## config.mk

```make
export PLATFORM = sky130hd
export DESIGN_NAME = rbcp_guard
export DESIGN_NICKNAME = d
export VERILOG_FILES = /design/src/rtl/rbcp_guard.sv
export SDC_FILE = /design/constraint.sdc
export NUM_CORES = 1
export LEC_CHECK = 0
export ABC_CLOCK_PERIOD_IN_PS = 6300
export BUFFER_PORTS_ARGS = -buffer_cell sky130_fd_sc_hd__buf_2
export CORE_MARGIN = 3
export CORE_UTILIZATION = 40
export CTS_CLUSTER_DIAMETER = 100
export CTS_CLUSTER_SIZE = 28
export DETAILED_ROUTE_END_ITERATION = 12
export PLACE_DENSITY = 0.67
export SLEW_MARGIN = 20
export SYNTH_ARGS = -nofsm -noshare
export SYNTH_HDL_FRONTEND = slang
export SYNTH_SLANG_ARGS = --single-unit
```

## constraint.sdc

```tcl
create_clock -name CLK -period 6.3 [get_ports CLK]
set_input_delay 0.315 -clock CLK [delete_from_list [all_inputs] [get_ports CLK]]
set_output_delay 0.315 -clock CLK [all_outputs]
set_load 0.005 [all_outputs]
```

## src/rtl/rbcp_guard.sv

```systemverilog
// rbcp_guard: sequences one SiTCP RBCP transaction at a time toward the
// register file. It guarantees exactly one upstream ACK per request: either
// the downstream ACK, or a synthesized timeout ACK carrying TIMEOUT_DATA.
// The build macro RBCP_GUARD_STAT_EN adds the saturating TIMEOUT_CNT and
// DROP_CNT counters. Without it, both ports read as zero.
module rbcp_guard #(
  parameter int unsigned TIMEOUT_CYC  = 1024,
  parameter logic [7:0]  TIMEOUT_DATA = 8'hEE
) (
  input  logic        CLK,
  input  logic        RST,
  input  logic        S_ACT,
  input  logic [31:0] S_ADDR,
  input  logic        S_WE,
  input  logic [7:0]  S_WD,
  input  logic        S_RE,
  output logic [7:0]  S_RD,
  output logic        S_ACK,
  output logic        M_ACT,
  output logic [31:0] M_ADDR,
  output logic        M_WE,
  output logic [7:0]  M_WD,
  output logic        M_RE,
  input  logic [7:0]  M_RD,
  input  logic        M_ACK,
  output logic        BUSY,
  output logic [15:0] TIMEOUT_CNT,
  output logic [15:0] DROP_CNT
);

  typedef enum logic [1:0] {IDLE, ISSUE, WAIT, RESP} state_t;

  localparam logic [15:0] TO_LAST = 16'(TIMEOUT_CYC - 1);

  state_t      state, state_nxt;
  logic [15:0] cnt, cnt_nxt;
  logic        is_wr, is_wr_nxt;
  logic [7:0]  resp, resp_nxt;
  logic [31:0] addr_nxt;
  logic [7:0]  wd_nxt;
  logic        act_nxt, we_nxt, re_nxt, ack_nxt, busy_nxt;
  logic [7:0]  rd_nxt;
  logic        req;

  assign req = S_ACT & (S_WE | S_RE);

  // Next-state logic and next values for every registered output.
  // An abort (S_ACT low) takes priority over a same-cycle M_ACK.
  // An M_ACK takes priority over the timeout on the last WAIT cycle.
  always_comb begin
    state_nxt = state;
    cnt_nxt   = cnt;
    is_wr_nxt = is_wr;
    resp_nxt  = resp;
    addr_nxt  = M_ADDR;
    wd_nxt    = M_WD;
    unique case (state)
      IDLE: if (req) begin
        addr_nxt  = S_ADDR;
        wd_nxt    = S_WD;
        is_wr_nxt = S_WE;          // WE together with RE is treated as a write
        state_nxt = ISSUE;
      end
      ISSUE: begin
        cnt_nxt = 16'd0;
        if (!S_ACT)     state_nxt = IDLE;
        else if (M_ACK) begin resp_nxt = M_RD; state_nxt = RESP; end
        else            state_nxt = WAIT;
      end
      WAIT: begin
        if (!S_ACT)     state_nxt = IDLE;
        else if (M_ACK) begin resp_nxt = M_RD; state_nxt = RESP; end
        else if (cnt == TO_LAST) begin
          resp_nxt  = TIMEOUT_DATA;
          state_nxt = RESP;
        end
        else cnt_nxt = cnt + 16'd1;
      end
      RESP:    state_nxt = IDLE;
      default: state_nxt = IDLE;
    endcase
    act_nxt  = (state_nxt == ISSUE) || (state_nxt == WAIT);
    we_nxt   = (state_nxt == ISSUE) &&  is_wr_nxt;
    re_nxt   = (state_nxt == ISSUE) && !is_wr_nxt;
    ack_nxt  = (state_nxt == RESP);
    rd_nxt   = ack_nxt ? resp_nxt : 8'h00;
    busy_nxt = (state_nxt != IDLE);
  end

  // State register and registered outputs.
  always_ff @(posedge CLK or posedge RST) begin
    if (RST) begin
      state  <= IDLE;
      cnt    <= 16'd0;
      is_wr  <= 1'b0;
      resp   <= 8'h00;
      M_ADDR <= 32'h0;
      M_WD   <= 8'h00;
      M_ACT  <= 1'b0;
      M_WE   <= 1'b0;
      M_RE   <= 1'b0;
      S_ACK  <= 1'b0;
      S_RD   <= 8'h00;
      BUSY   <= 1'b0;
    end else begin
      state  <= state_nxt;
      cnt    <= cnt_nxt;
      is_wr  <= is_wr_nxt;
      resp   <= resp_nxt;
      M_ADDR <= addr_nxt;
      M_WD   <= wd_nxt;
      M_ACT  <= act_nxt;
      M_WE   <= we_nxt;
      M_RE   <= re_nxt;
      S_ACK  <= ack_nxt;
      S_RD   <= rd_nxt;
      BUSY   <= busy_nxt;
    end
  end

`ifdef RBCP_GUARD_STAT_EN
  logic to_hit, drop_hit;
  logic [15:0] to_q, drop_q;

  assign to_hit   = (state == WAIT) & S_ACT & ~M_ACK & (cnt == TO_LAST);
  assign drop_hit = req & (state != IDLE);

  // Saturating statistics counters.
  always_ff @(posedge CLK or posedge RST) begin
    if (RST) begin
      to_q   <= 16'd0;
      drop_q <= 16'd0;
    end else begin
      if (to_hit   && to_q   != 16'hFFFF) to_q   <= to_q + 16'd1;
      if (drop_hit && drop_q != 16'hFFFF) drop_q <= drop_q + 16'd1;
    end
  end

  assign TIMEOUT_CNT = to_q;
  assign DROP_CNT    = drop_q;
`else
  assign TIMEOUT_CNT = 16'h0;
  assign DROP_CNT    = 16'h0;
`endif

endmodule

```

==> results of run 1 <==
-- synthesized netlist by cell type, types with 2 or more instances --
cell type / count
a31oi_1: 8
a211oi_1: 3
nand3_1: 14
clkbuf_1: 6
o311ai_0: 2
and2_1: 4
nand4_1: 7
a41o_1: 5
or4_1: 2
o41ai_1: 4
nor2_1: 11
o31ai_1: 3
nand3b_4: 2
o21ai_0: 5
o211ai_1: 2
nor2b_1: 2
nand2_1: 13
ha_1: 8
inv_1: 9
mux2_2: 40
a21oi_1: 5
buf_4: 33
nor3b_1: 3
mux2i_1: 16
buf_2: 7
a311oi_1: 5
dfrtp_1: 80
-- layer usage --
layer | vias to the layer above | GRT usage (%) | part of all wire (%)
met2 | 120 | 22.9 | 46
met4 | 0 | 5.41 | 1.3
li1 | 1314 | - | -
met3 | 8 | 4.10 | 6.9
met1 | 1337 | 20.8 | 45
met5 | - | 0 | 0
-- sequential cells by signal, summed over array words and instances (netlist names) --
signal	count
S_ACK	1
cnt	16
M_ACT	1
BUSY	1
S_RD	8
state	2
resp	8
is_wr	1
M_RE	1
M_WE	1
M_WD	8
M_ADDR	32
-- critical path: cells and delay by family, from the launching register on --
| kind | cells | cell delay [ps] |
|---|---|---|
| AO/OA/AOI/OAI | 5 | 950 |
| adder cells (fa/ha/maj) | 2 | 840 |
| flip-flops | 1 | 400 |
| buffers and inverters | 2 | 250 |
-- final timing paths --
kind,to,from,slack (ps),cells after the start
worst max-delay path,S_RD[6],state[1],3760,9
worst min-delay path,M_ADDR[27],RST,140,3
worst max register to register,S_RD[6],state[1],3760,9
worst min register to register,M_ADDR[9],M_ADDR[9],500,1
max in group asynchronous,cnt[2],RST,5650,3
min in group CLK,M_ADDR[12],S_ADDR[12],200,2
-- power breakdown --
| part | switching, W | internal (W) |
|---|---|---|
| Sequential | 0.0000801 | 0.000693 |
| Combinational | 0.000350 | 0.000343 |
| Clock | 0.000196 | 0.000227 |
-- stage by stage --
step	worst slack [ps]	instances	hold WS [ps]	utilization, %	area, µm²
detailed placement	3780	542	488	47.0	4380
finish	3760	558	136	49.5	4610
global placement	3910	542	479	47.0	4380
floorplan	3930	353	464	-	4000
CTS	3750	558	172	49.4	4610
global route	3500	558	175	49.5	4610
-- area by class of cell --
type	instances	share of cell area, %
clock buffers	9	2.69
clock inverters	7	2.22
inverters	9	0.759
multi-input cells	216	35.5
flip-flops and latches	80	43.4
well taps	129	3.50
repair buffers	108	11.9
-- layout by cell type (no fill, tap or decap), types with 2 or more instances in the layout --
master     synthesis  final
inv_1              9      8
o311ai_0           2      2
nor2_1            11     11
a21oi_1            5      5
nand4_1            7      7
and2_1             4      4
nand3b_4           2      2
a311oi_1           5      5
a31oi_1            8      8
mux2i_1           16     16
o21ai_0            5      5
nand2_1           13     13
clkinv_4           0      2
ha_1               8      8
o41ai_1            4      4
mux2_2            40     40
a41o_1             5      5
buf_2              7    106
nand3_1           14     14
o31ai_1            3      3
conb_1             1     32
o211ai_1           2      2
a211oi_1           3      3
clkbuf_8           0      9
or4_1              2      2
dfrtp_1           80     80
nor3b_1            3      3
bufinv_16          0      2
inv_6              0      2
nor2b_1            2      2
-- kinds of logic (layout without fill, tap and decap cells) --
logic type	Yosys count	in the layout	synth area share [%]
AOI/OAI and AO/OA	49	49	9.52
muxes	56	56	15.7
buffers and inverters	57	133	9.13
adders and majority gates	8	8	2.58
other	1	32	0.0967
and+or+nand+nor	71	71	11.3
DFF	80	80	51.6
==> flow_summary.ini, run 1 <==
[timing]
max_slew_margin_pct = 51.9
rsz0062_at_grt = no
skew_ps = 8.50
hold_violations = 0
finalMaxSlewViolations = 0
tightest_slew_ps = 722
fin_crit_sh_pct = 40.3
setup_viol_count_final = 0
clock.fmax_ghz = 0.394
fin_crit_ps = 2540
fin_tns_setup_ps = 0

[logic_synthesis]
async_flop_share_pct = 100
synth_edf_count = 0
ys_top_cells_by_area = dfrtp_1, mux2_2, buf_4
synth.distinct_cells = 50
synth_area_leader_cell = dfrtp_1
synth.yosys.seq_area_share_pct = 51.6
synth_area_per_cell_um2 = 12.0
syn_inst = 322
yosysTopAreaCellShare_pct = 51.6
syn-cell-area_um2 = 3880
ys.flop_type = dfrtp_1
synth-warning-count = 0
synth_seq_cells = 80

[pwr]
ir_drop_uv = 132
power_density_nw_per_um2 = 410
power_w = 0.00189
power.leakage_nw = 2.30

[finish]
drive_gt1_share_pct = 39.9
fill_cells = 848
syn2layout_area_growth_pct = 18.9
diodes = 0
seqCellArea_um2 = 2000
multi_input_area_um2 = 1640
layout.nets = 486

[placement]
io_buffers = 106
dp_hpwl_mm = 5.76
place_congestion = 0.779

[worst_setup_path]
worst-path-max-fanout = 19
arrival_ps = 2780
slowest_delay_ps = 580
critPathSlowestCell = ha_1
critPathRequiredTime_ps = 6540
crit_path_cell_trace = inv_1 > ha_1 > a21o_1 > a21oi_1 > a31oi_1 > o41a_1 > ha_1 > inv_1 > a311oi_1
end_kind = flop
path_class = reg -> reg
worst_setup_path_start_kind = flop

[job]
maxCapViolCount = 0

[status]
status = finished clean

[floorplan]
die_h_um = 104
start_util_pct = 41.6
fp-row-count = 35
dieArea_um2 = 10900
fp.dieW_um = 104
io_pins = 139
core_area_um2 = 9330

[routing]
drt_pass1_iterations = 5
remaining_drc_errors = 0
wl_per_cell_um = 14.7
ant_nets = 0
num_vias = 2779
wirelength_mm = 8.19
first_iter_violations = 206
viasPerCell = 4.98

[clock_network]
clockBufferDepth = 2
htreeDepth = 3
numCtsBuffers = 9
cts.clk_slew.worst_paths_ps = 90
cts.sinks = 80
cts_resized = 0
cts_tree = built
clock_latency_ps = 340
cts.hold.buffers_added = 0
postCtsSetupRepairBufs = 0
clock_tree.root_cell = clkbuf_8

[global_route]
gr-usage-all-layers_pct = 15.1
grt_pass1_vias = 2719
grt_antenna_before_repair = 0
grt_max_degree = 81
grt_pass1_wl_mm = 13.5
overflow = 0

[worst_hold_path]
worstHoldPathType = in -> async
(Power assumes the default switching activity.)
==> inputs of run 2 (changes only) <==
Settings changed: ABC_CLOCK_PERIOD_IN_PS 6300 to 2200, PLACE_DENSITY 0.67 to 0.69.
Clock period 6.3 ns to 2.2 ns, I/O delays scaled along.
==> flow_summary.ini, run 2 (synthesis gave the netlist of run 1 again) <==
[status]
status = finished clean

[finish]
fill_cells = 797
largest_reg_flops = 32
layout.nets = 535
fin_cells = 607
largest-register = M_ADDR
mostFrequentLayoutCell = buf_2
syn2layout_area_growth_pct = 30.5
reg_top3 = M_ADDR: 32 flops, cnt: 16 flops
final_cell_mix = buf_2, dfrtp_1, mux2_2, dlygate4sd3_1, conb_1
drive_gt1_share_pct = 38.7
diodes = 0

[worst_setup_path]
setup.worst_path.end = S_RD[4]
critPathRequiredTime_ps = 2440
rr_endpoint = S_RD[4]
r2r_start = cnt[0]
end_kind = flop
arrival_ps = 2300
path_class = reg -> reg
worst_setup_path_start_kind = flop
startpoint = cnt[0]
rr_worst_depth = 7
reg2reg_slack_ps = 140
worst-path-max-fanout = 5

[clock_network]
cts_tree = built
clockBufferDepth = 2
numCtsBuffers = 9
clock_tree.root_cell = clkbuf_8
clock_latency_ps = 350
postCtsSetupRepairBufs = 0
htreeDepth = 3
cts.clk_slew.worst_paths_ps = 90
cts.sinks = 80

[global_route]
grt_max_degree = 42
grt_pass1_wl_mm = 14.9
grt_pass1_vias = 2984
gr-usage-all-layers_pct = 16.7
overflow = 0
grt_antenna_before_repair = 0

[placement]
dp_slack_ps = 150
place_inst = 553
dp_hpwl_mm = 6.11
place_congestion = 0.814
io_buffers = 106

[timing]
finalMaxSlewViolations = 0
fin_ws_ps = 145
max_slew_margin_pct = 56.4
hold_violations = 0
fin_crit_sh_pct = 93.4
rsz0062_at_grt = yes
tightest_slew_ps = 654
skew_ps = 10.1
fin_crit_ps = 2060
setup_viol_count_final = 0
clock.fmax_ghz = 0.487

[pwr]
power_density_nw_per_um2 = 1070
combPwrFrac_pct = 39.7
power.leakage_nw = 2.50
seqPwrFrac_pct = 41.4
swShare_pct = 34.6
netSwitchingPower_w = 0.00187
ir_drop_uv = 439
pwr-share-clk_pct = 18.9
p_int_w = 0.00355

[floorplan]
die_h_um = 104
fp-row-count = 35
dieArea_um2 = 10900
start_util_pct = 41.6
io_pins = 139
fp.dieW_um = 104
core_area_um2 = 9330

[worst_hold_path]
worstHoldPathType = in -> reg
whs_path_depth = 2

[routing]
viasPerCell = 4.88
ant_nets = 0
drt_pass1_iterations = 4
remaining_drc_errors = 0
first_iter_violations = 122
wirelength_mm = 9.17
num_vias = 2960
wl_per_cell_um = 15.1

[job]
maxCapViolCount = 0
[run 2: worst max-delay path, cell delays in order, from the launching register on]
cell	delay (ps)
dfrtp_1	430
ha_1	240
nor3b_1	140
and4bb_1	260
o41a_1	370
ha_1	230
buf_4	150
and2_1	130
[run 2: cell type report]
type,count,area (µm²),area share [%]
flip-flops and latches,80,2000,39.6
multi-input cells,216,1640,32.5
repair buffers,157,1030,20.4
well taps,129,161,3.19
clock buffers,10,138,2.72
clock inverters,6,47.5,0.939
inverters,9,35.0,0.692
[run 2: worst min-delay path by stage]
stage | from | end | slack, ps
finish | S_ADDR[10] | M_ADDR[10] | 3
floorplan | S_ADDR[0] | M_ADDR[0] | 260
global placement | RST | cnt[9] | 210
detailed placement | RST | cnt[7] | 220
global route | S_ADDR[10] | M_ADDR[10] | 4
CTS | S_ADDR[10] | M_ADDR[10] | 0.3
[run 2: per-stage QoR]
step                power, W  hold slack, ps  cell area (µm²)  TNS (ps)  util (%)
floorplan            0.00354             261             4000         0         -
global placement     0.00424             209             4490         0      48.1
detailed placement   0.00434             220             4490         0      48.1
CTS                  0.00542           0.280             5060         0      54.2
global route         0.00581            3.76             5060     -38.4      54.3
finish               0.00542            2.89             5060         0      54.3
[run 2: routing by layer]
layer | part of all wire, % | GRT usage [%] | wire length [µm] | vias to the layer above
met1 | 45 | 22.3 | 4120 | 1431
met5 | 0 | 0 | 0 | -
met3 | 6.4 | 4.22 | 591 | 8
met2 | 47 | 26.9 | 4350 | 102
met4 | 1.2 | 5.13 | 109 | 0
li1 | - | - | - | 1419
[run 2: power by group through the flow]
stage	sequential [W]	clock, W	combinational [W]
after floorplan	0.00228	0	0.00126
after global placement	0.00222	0	0.00202
after detailed placement	0.00225	0	0.00208
after CTS	0.00222	0.00106	0.00214
after global routing	0.00230	0.00112	0.00239
final	0.00224	0.00103	0.00215
[run 2: repair_timing]
action,in CTS,in global routing
hold endpoints to repair,72,0
endpoints found under the setup margin,0,5
hold buffers,38,0
resized for setup,0,3
